==> config.mk <==
export PLATFORM = sky130hd
export DESIGN_NAME = tent_map_iter
export DESIGN_NICKNAME = d
export VERILOG_FILES = /design/src/rtl/tent_map_iter.sv
export SDC_FILE = /design/constraint.sdc
export NUM_CORES = 1
export LEC_CHECK = 0
export ABC_AREA = 1
export CAP_MARGIN = 20
export CORE_AREA = 4 4 194 139
export CTS_CLUSTER_SIZE = 10
export DETAILED_ROUTE_END_ITERATION = 7
export DIE_AREA = 0 0 198 143
export PLACE_DENSITY_LB_ADDON = 0.12
export SLEW_MARGIN = 25
export SYNTH_ARGS = -nofsm -noshare
export SYNTH_HDL_FRONTEND = slang
export SYNTH_SLANG_ARGS = --single-unit
==> constraint.sdc <==
create_clock -name clk -period 2.5 [get_ports clk]
set_input_delay 0.5 -clock clk [delete_from_list [all_inputs] [get_ports clk]]
set_output_delay 0.5 -clock clk [all_outputs]
set_load 0.02 [all_outputs]
==> src/rtl/tent_map_iter.sv <==
// Tent-map keystream generator: iterates y' = tent(y, alpha) with a bit-serial
// restoring divider and streams each masked iterate over a valid/ready handshake.
module tent_map_iter #(
    parameter int DATA_WIDTH = 12,
    parameter int ITER_W     = 8
) (
    input  logic                  clk,
    input  logic                  rst_n,
    input  logic                  clear,
    input  logic                  start,
    input  logic [DATA_WIDTH-1:0] seed,
    input  logic [DATA_WIDTH-1:0] alpha,
    input  logic [ITER_W-1:0]     n_iter,
    input  logic [1:0]            precision_sel,
    output logic [DATA_WIDTH-1:0] key_out,
    output logic                  key_valid,
    input  logic                  key_ready,
    output logic                  busy,
    output logic                  done,
    output logic                  err
);

    localparam int BW = $clog2(DATA_WIDTH);
    localparam logic [DATA_WIDTH-1:0] ONES     = {DATA_WIDTH{1'b1}};
    localparam logic [DATA_WIDTH-1:0] ZERO_D   = {DATA_WIDTH{1'b0}};
    localparam logic [ITER_W-1:0]     ZERO_C   = {ITER_W{1'b0}};
    localparam logic [ITER_W-1:0]     CNT_ONE  = {{(ITER_W-1){1'b0}}, 1'b1};
    localparam logic [BW-1:0]         BIT_ZERO = {BW{1'b0}};
    localparam logic [BW-1:0]         BIT_ONE  = {{(BW-1){1'b0}}, 1'b1};
    localparam logic [BW-1:0]         BIT_LAST = BW'(DATA_WIDTH - 1);

    typedef enum logic [1:0] {
        IDLE  = 2'd0,
        SETUP = 2'd1,
        DIV   = 2'd2,
        OUT   = 2'd3
    } state_t;

    state_t                state_r, state_s;
    logic [DATA_WIDTH-1:0] y_r, y_s;
    logic [ITER_W-1:0]     cnt_r, cnt_s;
    logic [DATA_WIDTH-1:0] alpha_r, alpha_s;
    logic [1:0]            psel_r, psel_s;
    logic [DATA_WIDTH-1:0] rem_r, rem_s;
    logic [DATA_WIDTH-1:0] den_r, den_s;
    logic [DATA_WIDTH-1:0] quo_r, quo_s;
    logic                  sat_r, sat_s;
    logic [BW-1:0]         bit_r, bit_s;
    logic [DATA_WIDTH-1:0] key_out_r, key_out_s;
    logic                  key_valid_r, key_valid_s;
    logic                  busy_r, busy_s;
    logic                  done_r, done_s;
    logic                  err_r, err_s;

    logic [DATA_WIDTH:0]   shifted_s;
    logic                  qbit_s;
    logic [DATA_WIDTH-1:0] quo_next_s;
    logic [DATA_WIDTH-1:0] full_s;

    function automatic logic [DATA_WIDTH-1:0] key_mask(input logic [1:0] sel);
        logic [DATA_WIDTH-1:0] m;
        case (sel)
            2'b00:   m = ONES;
            2'b01:   m = ONES << 3'd2;
            2'b10:   m = ONES << 3'd4;
            2'b11:   m = ONES << (DATA_WIDTH / 2);
            default: m = ONES;
        endcase
        return m;
    endfunction

    // One restoring-division step; the partial remainder always stays below den,
    // so the difference fits back into DATA_WIDTH bits.
    assign shifted_s  = {rem_r, 1'b0};
    assign qbit_s     = (shifted_s >= {1'b0, den_r});
    assign quo_next_s = {quo_r[DATA_WIDTH-2:0], qbit_s};
    assign full_s     = sat_r ? ONES : quo_next_s;

    // State and datapath register; clear acts exactly like reset.
    always_ff @(posedge clk) begin
        if (!rst_n || clear) begin
            state_r     <= IDLE;
            y_r         <= ZERO_D;
            cnt_r       <= ZERO_C;
            alpha_r     <= ZERO_D;
            psel_r      <= 2'b00;
            rem_r       <= ZERO_D;
            den_r       <= ZERO_D;
            quo_r       <= ZERO_D;
            sat_r       <= 1'b0;
            bit_r       <= BIT_ZERO;
            key_out_r   <= ZERO_D;
            key_valid_r <= 1'b0;
            busy_r      <= 1'b0;
            done_r      <= 1'b0;
            err_r       <= 1'b0;
        end else begin
            state_r     <= state_s;
            y_r         <= y_s;
            cnt_r       <= cnt_s;
            alpha_r     <= alpha_s;
            psel_r      <= psel_s;
            rem_r       <= rem_s;
            den_r       <= den_s;
            quo_r       <= quo_s;
            sat_r       <= sat_s;
            bit_r       <= bit_s;
            key_out_r   <= key_out_s;
            key_valid_r <= key_valid_s;
            busy_r      <= busy_s;
            done_r      <= done_s;
            err_r       <= err_s;
        end
    end

    // Next-state and next-register computation.
    always_comb begin
        state_s     = state_r;
        y_s         = y_r;
        cnt_s       = cnt_r;
        alpha_s     = alpha_r;
        psel_s      = psel_r;
        rem_s       = rem_r;
        den_s       = den_r;
        quo_s       = quo_r;
        sat_s       = sat_r;
        bit_s       = bit_r;
        key_out_s   = key_out_r;
        key_valid_s = key_valid_r;
        done_s      = 1'b0;
        err_s       = 1'b0;
        case (state_r)
            IDLE: begin
                if (start) begin
                    if (alpha == ZERO_D) begin
                        err_s = 1'b1;
                    end else if (n_iter == ZERO_C) begin
                        done_s = 1'b1;
                    end else begin
                        y_s     = seed;
                        cnt_s   = n_iter;
                        alpha_s = alpha;
                        psel_s  = precision_sel;
                        state_s = SETUP;
                    end
                end else begin
                    state_s = IDLE;
                end
            end
            SETUP: begin
                // Falling branch: y >= alpha maps through (1-y)/(1-alpha).
                if (y_r < alpha_r) begin
                    rem_s = y_r;
                    den_s = alpha_r;
                    sat_s = 1'b0;
                end else begin
                    rem_s = ZERO_D - y_r;
                    den_s = ZERO_D - alpha_r;
                    sat_s = (y_r == alpha_r);
                end
                quo_s   = ZERO_D;
                bit_s   = BIT_LAST;
                state_s = DIV;
            end
            DIV: begin
                if (qbit_s) begin
                    rem_s = shifted_s[DATA_WIDTH-1:0] - den_r;
                end else begin
                    rem_s = shifted_s[DATA_WIDTH-1:0];
                end
                quo_s = quo_next_s;
                if (bit_r == BIT_ZERO) begin
                    y_s         = full_s;
                    key_out_s   = full_s & key_mask(psel_r);
                    key_valid_s = 1'b1;
                    state_s     = OUT;
                end else begin
                    bit_s = bit_r - BIT_ONE;
                end
            end
            OUT: begin
                if (key_ready) begin
                    key_valid_s = 1'b0;
                    cnt_s       = cnt_r - CNT_ONE;
                    if (cnt_r == CNT_ONE) begin
                        done_s  = 1'b1;
                        state_s = IDLE;
                    end else begin
                        state_s = SETUP;
                    end
                end else begin
                    state_s = OUT;
                end
            end
            default: begin
                state_s = IDLE;
            end
        endcase
        busy_s = (state_s != IDLE);
    end

    assign key_out   = key_out_r;
    assign key_valid = key_valid_r;
    assign busy      = busy_r;
    assign done      = done_r;
    assign err       = err_r;

endmodule

==> results.md <==
- # setup viols final: 0
- Total clock buffers created by CTS: 9
- Synth Instances: 910
- Antenna viol nets, final: 0
- Drt total wl: 19.9 mm
- Post-Syn Area: 5970 um2
- Clk slew on worst S/H paths: 0.07 ns
- Nets: 1038
- Sw power: 1.29 mW
- Die height: 143 um
- Critical Path Start Type: flop
- Synth Net Count: 984
- Drt first pass iters: 5
- Least-Margin Pin Slew: 0.425 ns
- Ant. Diodes: 0
- Hold_buf cts: 0
- Starting density of the core: 0.236
- Comb pwr share: 0.237
- H-tree depth reported by CTS: 3
- Setup crit end kind: flop
- VDD IR max: 342 uV
- Most frequent cells in the layout: nand2_1 (223), inv_1 (127), dfxtp_1 (92)
- HP Class: flop to flop
- Max-Cap Viols: 0
- DR DRC count: 0
- Tmin final: 2.08 ns
- Sequential share of the synthesized area: 0.309
- Worst-path maximum fanout: 11
- Die area: 28300 um2
- Post-detail-place hpwl: 15.4 mm
- Fmax: 0.481 GHz
- Clk root buf: clkbuf_16
- Post-synth cell types: 47
- Main synth FF type: dfxtp_1
- Critical path class: flop to flop
- Fin crit share: 0.832
- Synth async-reset ratio: 0
- Power Density: 550 nW/um2
- CTS tree: yes
- First-pass GRT wire length: 31.6 mm
- Setup Skew: 0.00712 ns
- Clk_lat worst skew: 0.36 ns
- P_int: 2.69 mW
- CTS max path bufs: 2
- Core Util, Final: 0.286
- Fillers: 2846
- EDFF count, synth: 0
- Final hold violations: 0
- Setup_tns: 0 ns
- Sw Ratio: 0.324
- Final slew viol count: 0
- IO buf count: 54
- Initial DRC count: 436
- DR WL/cell: 15.3 um
- Via count: 5858
- Flop pwr share: 0.390
- Vias per Instance: 4.51
- Largest net degree at the start of global routing: 40
- Leakage: 3.20 nW
- Setup slack, reg-to-reg: 0.42 ns
- Multi-input gate area: 3420 um2
- # rows: 49
- Number of synthesized register bits: 92
- P&R area growth vs syn: 21.2%
- Post-CTS Setup Repair Bufs: 0
- Yosys warning count: 0
- Seq. cell area: 1840 um2
- CTS resizes: 0
- Worst R2R Path Depth: 11
- Clock sinks: 92
- Syn_area_per_cell: 6.56 um2
- Number of placed I/O pins: 55
- WHS Path Cells: 2
- Chip width: 198 um
- RSZ-0062 raised after global routing: no
- GRT Residual Overflow: 0
- Initial antenna violation count: 0
- Arrival time at the worst endpoint: 2.34 ns
- Layout cell share with drive strength beyond 1: 0.0691
- Crit path required time: 2.76 ns
- Total track usage: 0.144
- Status: completed
- Final Wtd Congestion: 0.788
- Vias in the first global route: 5542
- Clock Power Share: 0.374
- Slew headroom: 0.716
- Most common cell after layout, fill and taps aside: nand2_1
- Core ar.: 25300 um2
power by group through the flow:
stage	Sequential, mW	Clock (mW)	Combinational (mW)
after floorplan	1.56	0	0.667
after global placement	1.58	0	0.940
after detailed placement	1.58	0	0.935
after CTS	1.55	1.54	0.941
after global routing	1.55	1.58	1.07
final	1.55	1.49	0.941
synth_stat cells, types with 3 or more instances:
cell / number / share of area
buf_6: 4 / 0.0075
a31oi_1: 7 / 0.0073
o21ai_0: 67 / 0.056
xor2_1: 9 / 0.013
dfxtp_1: 92 / 0.31
nand2_1: 223 / 0.14
ha_1: 34 / 0.071
nand3b_1: 3 / 0.0038
clkbuf_1: 15 / 0.0094
o22ai_1: 9 / 0.0094
xnor2_1: 3 / 0.0044
a211oi_1: 3 / 0.0038
o211ai_1: 3 / 0.0038
buf_2: 12 / 0.010
buf_4: 3 / 0.0038
nor3_1: 5 / 0.0042
nand3_1: 58 / 0.049
o21ai_1: 8 / 0.0067
o21ai_2: 4 / 0.0059
nand4_1: 30 / 0.031
a21oi_1: 76 / 0.064
a21o_1: 4 / 0.0050
inv_1: 127 / 0.080
nor2_1: 78 / 0.049
nand2_2: 4 / 0.0042
through the flow:
stage | area [um2] | worst slack, ns | hold WS, ns | std cells | total power, mW
floorplan | 5970 | 0.683 | 0.438 | 910 | 2.23
global placement | 6920 | 0.294 | 0.459 | 1284 | 2.52
detailed placement | 6920 | 0.236 | 0.458 | 1284 | 2.52
CTS | 7230 | 0.424 | 0.469 | 1300 | 4.03
global route | 7230 | 0.162 | 0.482 | 1300 | 4.21
finish | 7230 | 0.419 | 0.465 | 1300 | 3.98
flip-flops by register name (all words and copies together) (netlist names), 2 cells and up:
| name | count |
|---|---|
| cnt_r | 8 |
| state_r | 2 |
| alpha_r | 12 |
| key_out | 12 |
| quo_r | 11 |
| bit_r | 4 |
| y_r | 12 |
| den_r | 12 |
| rem_r | 12 |
| psel_r | 2 |
final cells by class:
class	instances	share of cell area
Timing Repair Buffer	80	0.105
Tap cell	331	0.0573
Clock buffer	11	0.0349
Clock inverter	5	0.00813
Inverter	130	0.0675
Multi-Input combinational cell	651	0.472
Sequential cell	92	0.255
cells by family (layout without fill, tap and decap cells):
family / Yosys count / after routing / share of synthesized area
flops: 92 / 92 / 0.309
xor+xnor: 12 / 12 / 0.0176
fa+ha+maj: 35 / 35 / 0.0746
simple gates: 415 / 415 / 0.306
compound gates: 189 / 189 / 0.174
buf+inv: 167 / 226 / 0.119
worst paths after layout:
path	end	from
worst max-delay path	rem_r[8]	den_r[9]
worst min-delay path	key_out[11]	key_out[11]
worst min register to register	key_out[11]	key_out[11]
worst max register to register	rem_r[8]	den_r[9]
metal layers:
metal | GRT usage | up-vias | wire length [um]
met5 | 0 | - | 0
met4 | 0.0297 | 0 | 176
met3 | 0.0281 | 10 | 872
met2 | 0.181 | 97 | 6890
met1 | 0.243 | 2665 | 12000
li1 | - | 3086 | -
critical path, stage by stage, from the launching register on:
cell	delay, ns
dfxtp_1	0.31
inv_1	0.09
ha_1	0.40
nand2_2	0.10
nor3_4	0.21
and2_1	0.18
nand2_2	0.07
buf_4	0.19
nand4_1	0.09
nand3_1	0.17
nand2_1	0.11
nand2_1	0.04
Note: power is estimated with default switching activity, not from simulation.
